===== src/rtl/rf_read_arbiter.sv =====
// rf_read_arbiter: round-robin arbiter for the register file's single read port.
// Stage 1 issues one one-hot grant per cycle and drives the read-mux select.
// Stage 2 captures the mux output and returns it with a one-hot valid strobe.
// Optional feature macro: RF_ZERO_REG_EN (register index 0 reads as zero).
module rf_read_arbiter #(
  parameter int N = 32,
  parameter int R = 4
) (
  input  logic           clk,
  input  logic           rst_n,
  input  logic [R-1:0]   req,
  input  logic [5*R-1:0] addr,
  input  logic           rf_stall,
  output logic [R-1:0]   gnt,
  output logic [4:0]     rf_sel,
  input  logic [N-1:0]   rf_data,
  output logic [R-1:0]   rvalid,
  output logic [N-1:0]   rdata
);

  localparam int LW = (R > 1) ? $clog2(R) : 1;
  localparam logic [LW-1:0] LAST_RST = LW'(R - 1);

  logic [LW-1:0] last;
  logic [R-1:0]  eligible;
  logic          win_found;
  logic [LW-1:0] win_idx;
  logic [LW-1:0] scan_idx;
  logic [R-1:0]  win_onehot;
  logic [4:0]    win_addr;
  logic [N-1:0]  rdata_q;

  // Pick the first eligible requester after the previous winner; a requester
  // granted this cycle is masked so one request cannot be granted twice.
  always_comb begin
    eligible   = req & ~gnt;
    win_found  = 1'b0;
    win_idx    = last;
    scan_idx   = last;
    win_onehot = '0;
    win_addr   = rf_sel;
    for (int k = 1; k <= R; k++) begin
      scan_idx = LW'((int'(last) + k) % R);
      if (!win_found && eligible[scan_idx]) begin
        win_found = 1'b1;
        win_idx   = scan_idx;
      end
    end
    if (win_found) begin
      win_onehot[win_idx] = 1'b1;
      win_addr            = addr[5*win_idx +: 5];
    end
  end

  // Stage 1: grant pulse, mux select and round-robin pointer.
  always_ff @(posedge clk or negedge rst_n) begin
    if (!rst_n) begin
      gnt    <= '0;
      rf_sel <= '0;
      last   <= LAST_RST;
    end else if (win_found && !rf_stall) begin
      gnt    <= win_onehot;
      rf_sel <= win_addr;
      last   <= win_idx;
    end else begin
      gnt    <= '0;
    end
  end

  // Stage 2: return the mux output to the requester granted last cycle;
  // data holds when nothing was granted.
  always_ff @(posedge clk or negedge rst_n) begin
    if (!rst_n) begin
      rvalid  <= '0;
      rdata_q <= '0;
    end else begin
      rvalid <= gnt;
      if (|gnt) begin
        rdata_q <= rf_data;
      end
    end
  end

`ifdef RF_ZERO_REG_EN
  logic zero_flag;

  // Remember whether the captured read targeted x0 so it can be forced to zero.
  always_ff @(posedge clk or negedge rst_n) begin
    if (!rst_n) begin
      zero_flag <= 1'b0;
    end else if (|gnt) begin
      zero_flag <= (rf_sel == 5'd0);
    end
  end

  assign rdata = zero_flag ? '0 : rdata_q;
`else
  assign rdata = rdata_q;
`endif

endmodule


===== config.mk =====
export PLATFORM = sky130hd
export DESIGN_NAME = rf_read_arbiter
export DESIGN_NICKNAME = d
export VERILOG_FILES = /design/src/rtl/rf_read_arbiter.sv
export SDC_FILE = /design/constraint.sdc
export NUM_CORES = 1
export LEC_CHECK = 0
export ABC_AREA = 1
export CORE_ASPECT_RATIO = 2
export CORE_MARGIN = 2
export CORE_UTILIZATION = 41
export CTS_CLUSTER_DIAMETER = 80
export DETAILED_ROUTE_END_ITERATION = 16
export GPL_TIMING_DRIVEN = 0
export PLACE_DENSITY = 0.83
export SYNTH_ARGS = -nofsm -noshare
export SYNTH_HDL_FRONTEND = slang
export SYNTH_SLANG_ARGS = --single-unit
export TNS_END_PERCENT = 50

===== constraint.sdc =====
create_clock -name clk -period 2.2 [get_ports clk]
set_input_delay 0.33 -clock clk [delete_from_list [all_inputs] [get_ports clk]]
set_output_delay 0.33 -clock clk [all_outputs]
set_load 0.005 [all_outputs]

; ---- Word-level counts from Yosys, hierarchy flattened
; Index checks and enable logic that the tools add are counted.
[word_totals]
output_inout_bits = 45
ff_bits = 47
in_bits = 59
elab_cells = 50
[op_classes]
add_sub_neg = 4
shift = 1
order_cmp = 6
bitwise = 2
multipliers = 1
reduce_logical = 11
mux = 20
[op_table]
columns = operator, count
row1 = $shiftx 20x6->5, 1
row2 = $lt 2x3->1 const B, 5
row3 = $mux 1, 9
row4 = $bmux 1 s2, 4
row5 = $mux 2, 4
row6 = $mux 4, 2
row7 = $logic_and 1x1->1, 5
row8 = $mul 3x2->5 const A, 1
row9 = $add 2x1->2 const B, 2
row10 = $add 2x2->2 const B, 2
row11 = $and 4x4->4, 1
row12 = $logic_not 1->1, 4
row13 = $not 4->4, 1
row14 = $reduce_or 4->1, 1
row15 = $demux 1 s2, 1
row16 = $ge 2x1->1 const B, 1
row17 = $reduce_and 2->1, 1

; ---- Depth between registers and ports, before layout
; Gate-level depths: netlist (run 1).
[depth]
depth_word = 20
ltp_mapped = 16
mapped_depth_nobuf = 14

; ---- Least setup slack after synthesis (run 1)
; No wires, ideal clock.
[synth_path]
kind = register to register
start = register last[0]
end = register rf_sel[4]
t_required_ns = 2.083
stages_incl_launch_ff = 14
period_less_slack_ns = 1.718
setup_ns = 0.117
t_arrival_ns = 1.601
path_slack_ns = 0.482
path_buffers = 2
cell_sequence = dfstp_2 > buf_6 > inv_8 > nand3_1 > nand3_2 > nand2_4 > nand4_1 > buf_6 > nand3_1 > nand2_1 > nand2_1 > nand2_1 > nand2_1 > nand2_1
[synth_between]
elab_chain_cells = 15
word_cells_on_any_way = 30
cone_classes = 4 x add/sub / 1 x mul / 1 x shift / 16 x mux / 8 x reduce/logical
[synth_lines]
columns = item, line
row1 = start: declaration, 24  ; logic [LW-1:0] last;
row2 = start signal: assignment, 64  ; last <= win_idx;
row3 = $add 2x1->2, 43  ; scan_idx = LW'((int'(last) + k) % R);
row4 = $bmux 1 s2, 44  ; if (!win_found && eligible[scan_idx]) begin
row5 = $mux 1 (implied by the code), 44
row6 = $mux 1, 44
row7 = $logic_not 1->1, 44
row8 = $logic_and 1x1->1, 44
row9 = $mux 1, 44
row10 = $logic_not 1->1, 44
row11 = $logic_and 1x1->1, 44
row12 = $mux 1, 44
row13 = $logic_not 1->1, 44
row14 = $logic_and 1x1->1, 44
row15 = $mux 2 or $mux 1 (tied branches), 44
row16 = $mul 3x2->5 or $logic_and 1x1->1 (tied branches), "51, 61"
row17 = $shiftx 20x6->5 or $reduce_and 2->1 (tied branches), n/a
row18 = end signal: assignment, 63  ; rf_sel <= win_addr;
row19 = end: declaration, 15  ; output logic [4:0] rf_sel,
; Parallel ways exist; a longest one is shown, timed or not. The select of a mux whose other input is x is not followed.
; A chain may end at the register's enable or synchronous reset.

; ---- Worst setup path after layout (run 1)
[layout_path]
start = register last[0]
end = register rf_sel[1]
; Same word-level chain as after synthesis.

==> results.json, run 1 <==
{
  "setup_violations": 0,
  "drv_slew": 0,
  "swShare": 0.392,
  "tritoncts": "yes",
  "post-route-cell-area_um2": 3500,
  "ys_seq_area_frac": 0.519,
  "synth_area_leaders": "dfrtp_1, mux2_2, nand3_1",
  "gp_congestion": 0.870,
  "final_util": 0.651,
  "reg2reg_depth": 14,
  "arrival_ps": 2150,
  "wl_um": 5630,
  "yosysWarnings": 0,
  "clock_sinks": 47,
  "post_dp_cell_area_um2": 3390,
  "cp-end-kind": "flop",
  "fin_nets": 392,
  "io_pins": 104,
  "p_per_area_nw_per_um2": 1500,
  "grt_antenna_before_repair": 0,
  "grt_pass1_wl_um": 8960,
  "antenna_left": 0,
  "rsz0062_at_grt": "no",
  "min_period_ps": 1960,
  "synth_adder_area_share": 0,
  "root_buffer": "clkbuf_8",
  "worst_pin_slew_ps": 511,
  "slew_headroom": 0.660,
  "hp-class": "reg -> reg",
  "synth_edf_count": 0,
  "grt_max_degree": 39,
  "clk_latency_ps": 290,
  "hold_viol": 0,
  "comb_power_share": 0.613,
  "yosysTopAreaCell": "dfrtp_1",
  "clockBufferDepth": 2,
  "antenna_cells": 0,
  "worstPathCellList": "buf_6 > nand2_1 > nand2_2 > nand3_4 > nand2_4 > nand3_4 > inv_1 > nand2_1 > nand2_4 > inv_2 > nand2_1 > nand2_1 > nand2_1 > nand2_1",
  "synthMuxAreaShare": 0.159,
  "finClkSkew_ps": 9.84,
  "critPathLaunch": "last[0]",
  "grt_usage": 0.185,
  "worst-path-stages": 14,
  "slowest_stage": "dfstp_2",
  "viasPerCell": 5.02,
  "path_class": "reg -> reg",
  "cpPeakStageDelay_ps": 530,
  "synth_ff_type": "dfrtp_1",
  "r2r_start": "last[0]",
  "grt_pass1_vias": 2028,
  "dp_hpwl_um": 4620,
  "reg2reg_to": "rf_sel[1]",
  "drtPass1Iterations": 4,
  "vias": 1977,
  "total_power_uw": 5230,
  "synth_top_area_share": 0.496,
  "leakagePower_uw": 0.00158,
  "synthSimpleGateAreaFrac": 0.251,
  "syn_area_um2": 2270,
  "start_util": 0.423,
  "rows": 38,
  "p_sw_uw": 2050,
  "critPathMaxFanout": 10,
  "layout-drive-gt1-share": 0.207,
  "endpoint": "rf_sel[1]",
  "crit_family": "simple AND/OR/NAND/NOR gates",
  "netlist_top_cells_count": "nand2_1, dfrtp_1, nand3_1",
  "synth_cell_types": 23,
  "syn_area_per_cell_um2": 10.3,
  "synth_compound_area_frac": 0.0132,
  "synth_most_common_cell": "nand2_1",
  "syn_inst": 221,
  "ctsResizeCount": 0,
  "drc": 0,
  "async_reset_ff_frac": 1.00,
  "power_frac_seq": 0.286,
  "peakVddDrop_v": 0.00101,
  "cp_common_cell": "nand2_1",
  "ff2ff_setup_slack_ps": 240,
  "path_buf_inv": 3,
  "synth_seq_cells": 47,
  "wl_per_cell_um": 14.3,
  "fp.dieArea_um2": 6190,
  "fp.dieW_um": 56.6,
  "drtIter0Drc": 49,
  "max_freq_mhz": 511,
  "syn_nets": 280,
  "multi_input_area_um2": 961,
  "status": "finished, final reports clean",
  "cts_buffers": 5,
  "htreeDepth": 2,
  "die_h_um": 109,
  "setup_tns_ps": 0,
  "critPathRequiredTime_ps": 2390,
  "period_share": 0.890,
  "whs_ps": 403,
  "fillers": 458,
  "io_buffer_count": 103,
  "p_int_uw": 3180,
  "areaGrowthSynthToFinish_pct": 54.0,
  "gr-total-overflow": 0,
  "synth_xor_area_frac": 0,
  "maxCapViolCount": 0,
  "clockPowerShare": 0.102,
  "core_area_um2": 5370,
  "path_clk_slew_ps": 80,
  "synth_top_family_by_area": "simple AND/OR/NAND/NOR gates",
  "worst_setup_path_start_kind": "flop",
  "seqCellArea_um2": 1180
}
## what timing repair did
action / CTS / global route
buffers inserted: 0 / 0
hold endpoints to repair: 9 / 0
hold buffers: 1 / 0
## through the flow
stage                     cells  worst slack (ps)
after CTS                   394               254
after global placement      384              -422
after floorplan             221               482
after detailed placement    385               117
after global routing        394               128
final                       394               242
## worst min-delay path by stage
stage,startpoint,slack (ps),cells after the start,to
2_1_floorplan,rst_n,30,0,gnt[0]
3_3_place_gp,gnt[3],390,0,rvalid[3]
3_5_place_dp,rst_n,210,1,rdata[23]
4_1_cts,gnt[1],400,0,rvalid[1]
5_1_grt,gnt[1],420,0,rvalid[1]
6_report,gnt[1],400,0,rvalid[1]
## flip-flops by register name, summed over array words and instances (netlist names)
name,flops
rvalid,4
rf_sel,5
gnt,4
last,2
rdata,32
## cell type report
cell class              count  area share
flip-flops and latches     47       0.337
inverters                  21      0.0250
repair buffers            105       0.302
clock inverters             1     0.00250
well taps                  60      0.0215
multi-input cells         147       0.275
clock buffers               7      0.0247
plain buffers               6      0.0129
## power by group through the flow
stage                     sequential, uW  clock [uW]  combinational, uW
after detailed placement            1510           0               3240
after global placement              1490           0               3150
after global routing                1550         582               3520
after floorplan                     1530           0               1910
final                               1500         532               3210
after CTS                           1500         545               3240
## metal layers
layer  wire, um  GRT usage  up-vias
met5          0          0        -
li1           -          -      956
met3        270     0.0285       14
met1       1790      0.170      925
met4        163     0.0782        0
met2       3400      0.380       82
## placed cells by master, fill, tap and decap left out, drive strengths merged
cell type	n
nand3	42
dfrtp	45
nor3	1
a21oi	4
inv	20
clkinv	2
nor2	4
mux2	32
clkdlybuf4s50	102
nand2	58
clkbuf	10
o21ai	2
dlygate4sd3	1
dfstp	2
nor4	1
buf	5
nand4	3
## worst register-to-register path: stages (launching register included)
cell	delay, ps
dfstp_2	530
buf_6	150
nand2_1	80
nand2_2	140
nand3_4	110
nand2_4	130
nand3_4	110
inv_1	70
nand2_1	70
nand2_4	140
inv_2	70
nand2_1	80
nand2_1	70
nand2_1	70
nand2_1	50
## kinds of logic (layout without fill, tap and decap cells)
kind of cell / count (synthesis) / in the layout
AO/OA/AOI/OAI: 6 / 6
buffers and inverters: 27 / 140
flip-flops: 47 / 47
multiplexers: 32 / 32
AND/OR/NAND/NOR: 109 / 109
(Power assumes the default switching activity.)
==> inputs of run 2 (changes only) <==
--- a/config.mk
+++ b/config.mk
@@ -8,11 +8,11 @@
 export ABC_AREA = 1
 export CORE_ASPECT_RATIO = 2
 export CORE_MARGIN = 2
-export CORE_UTILIZATION = 41
+export CORE_UTILIZATION = 37
 export CTS_CLUSTER_DIAMETER = 80
 export DETAILED_ROUTE_END_ITERATION = 16
 export GPL_TIMING_DRIVEN = 0
-export PLACE_DENSITY = 0.83
+export PLACE_DENSITY = 0.8
 export SYNTH_ARGS = -nofsm -noshare
 export SYNTH_HDL_FRONTEND = slang
 export SYNTH_SLANG_ARGS = --single-unit
==> constraint.sdc (replaced) <==
create_clock -name clk -period 1.8 [get_ports clk]
set_input_delay 0.27 -clock clk [delete_from_list [all_inputs] [get_ports clk]]
set_output_delay 0.27 -clock clk [all_outputs]
set_load 0.005 [all_outputs]
==> run 2 against run 1 <==
- the run now ends with negative setup slack left
- maximum frequency about the same
- hold slack hardly changed
- count of clock-buffer cells in the layout fell by 2
- global-route usage is 0.96 points higher
- sequential power increased by 22%
- largest power group unchanged
- highest routed layer unchanged
==> results.json, run 2 (synthesized netlist as in run 1, its figures left out) <==
{
  "worst-path-stages": 14,
  "start_util": 0.382,
  "rows": 40,
  "grt_pass1_vias": 2210,
  "status": "complete, but fails checks",
  "cts_buffers": 5,
  "grt_antenna_before_repair": 0,
  "min_period_ps": 1960,
  "dp_hpwl_um": 4640,
  "whs_path_depth": 0,
  "areaGrowthSynthToFinish_pct": 72.7,
  "hp-start": "gnt[1]",
  "cp-end-kind": "flop",
  "setup_violations": 11,
  "gr-total-overflow": 0,
  "post-route-cell-area_um2": 3930,
  "viasPerCell": 5.15,
  "drc": 0,
  "dp.cells": 388,
  "crit_family": "simple AND/OR/NAND/NOR gates",
  "total_power_uw": 7870,
  "path_buf_inv": 3,
  "fin_nets": 406,
  "slowest_stage": "dfstp_2",
  "grt_max_degree": 30,
  "fp.dieArea_um2": 6820,
  "period_share": 1.09,
  "layout-drive-gt1-share": 0.322,
  "io_pins": 104,
  "die_h_um": 115,
  "path_clk_slew_ps": 60,
  "arrival_ps": 2130,
  "p_per_area_nw_per_um2": 2010,
  "whs_ps": 403,
  "worst_pin_slew_ps": 453,
  "drv_slew": 0,
  "core_area_um2": 5960,
  "max_freq_mhz": 511,
  "wl_um": 6540,
  "violations": "negative setup slack",
  "drtPass1Iterations": 4,
  "setup_tns_ps": -1140,
  "critPathRequiredTime_ps": 1980,
  "maxCapViolCount": 0,
  "r2r_start": "last[0]",
  "critPathLaunch": "last[0]",
  "clockBufferDepth": 2,
  "path_class": "reg -> reg",
  "cp_common_cell": "nand2_1",
  "worst_slack_ps": -157,
  "hp-class": "reg -> reg",
  "wl_per_cell_um": 15.9,
  "slew_headroom": 0.698,
  "antenna_cells": 0,
  "gp_congestion": 0.806,
  "io_buffer_count": 103,
  "clk_latency_ps": 280,
  "vias": 2117,
  "tritoncts": "yes",
  "reg2reg_depth": 14,
  "critPathMaxFanout": 8,
  "grt_pass1_wl_um": 10100,
  "root_buffer": "clkbuf_16",
  "cpPeakStageDelay_ps": 540,
  "finClkSkew_ps": 2.36,
  "clock_sinks": 47,
  "largest_register_ffs": 32,
  "layout_common_cells": "clkdlybuf4s50_1, dfrtp_1, nand2_1",
  "peakVddDrop_v": 0.00117,
  "rsz0062_at_grt": "yes",
  "fp.dieW_um": 59.4,
  "drtIter0Drc": 39,
  "post_dp_cell_area_um2": 3400,
  "worstPathCellList": "buf_8 > nand2_4 > nand2_4 > nand3_4 > nand2_8 > nand3_4 > inv_2 > nand2_2 > nand2_4 > inv_4 > nand2_1 > nand2_1 > nand2_1 > nand2_1",
  "antenna_left": 0,
  "layout_commonest_cell": "clkdlybuf4s50_1",
  "hold_viol": 0,
  "htreeDepth": 2,
  "grt_usage": 0.194,
  "leakagePower_uw": 0.00175,
  "worst_setup_path_start_kind": "flop",
  "final_cells": 411
}
run 2: changes by cell type in the layout (fill, tap and decap cells not counted), sizes merged:
cell,previous run,this run
nor2,4,5
clkbuf,10,8
buf,5,18
bufinv,0,1
clkinv,2,3
run 2: final timing paths:
path / to / slack, ps
max: rf_sel[1] / -160
min: rvalid[1] / 400
max reg2reg: rf_sel[1] / -160
min reg2reg: rvalid[1] / 400
max in group asynchronous: last[1] / 750
min in group asynchronous: rdata[21] / 460
run 2: area by class of cell:
type / instances / area [um2]
inverter: 21 / 93.8
clock inverter: 3 / 43.8
sequential: 47 / 1180
timing repair buffer: 118 / 1170
clock buffer: 5 / 125
tap: 63 / 78.8
multi-input combinational: 148 / 1180
fill: 455 / 2030
buffer: 6 / 52.6
run 2: worst register-to-register path: cells and delay by family, from the launching register on:
kind          cells  cell delay, ps
flops             1             540
simple gates     11            1030
buf+inv           3             280
run 2: through the flow:
| stage | util | setup WS, ps |
|---|---|---|
| detailed placement | 0.570 | -263 |
| finish | 0.659 | -157 |
| global placement | 0.568 | -774 |
| CTS | 0.643 | -106 |
| floorplan | - | 82.4 |
| global route | 0.659 | -240 |
run 2: repair_timing:
action                     4_1_cts  5_1_grt
hold buffers                     1        0
cloned                           2        1
setup endpoints to repair       11       41
pin swaps                       10       11
gates resized for setup         33       22
buffers inserted                 9        2
hold endpoints to repair        18        0
run 2: routing by layer:
layer	wire, um	global-route usage	vias to the layer above
met5	0	0	-
met2	3710	0.362	89
met1	2150	0.193	1013
li1	-	-	990
met3	281	0.0259	25
met4	397	0.115	0
run 2: power by group:
group | internal (uW) | switching [uW] | total (uW)
clock network | 654 | 380 | 1030
registers | 1580 | 250 | 1830
logic | 2540 | 2470 | 5010
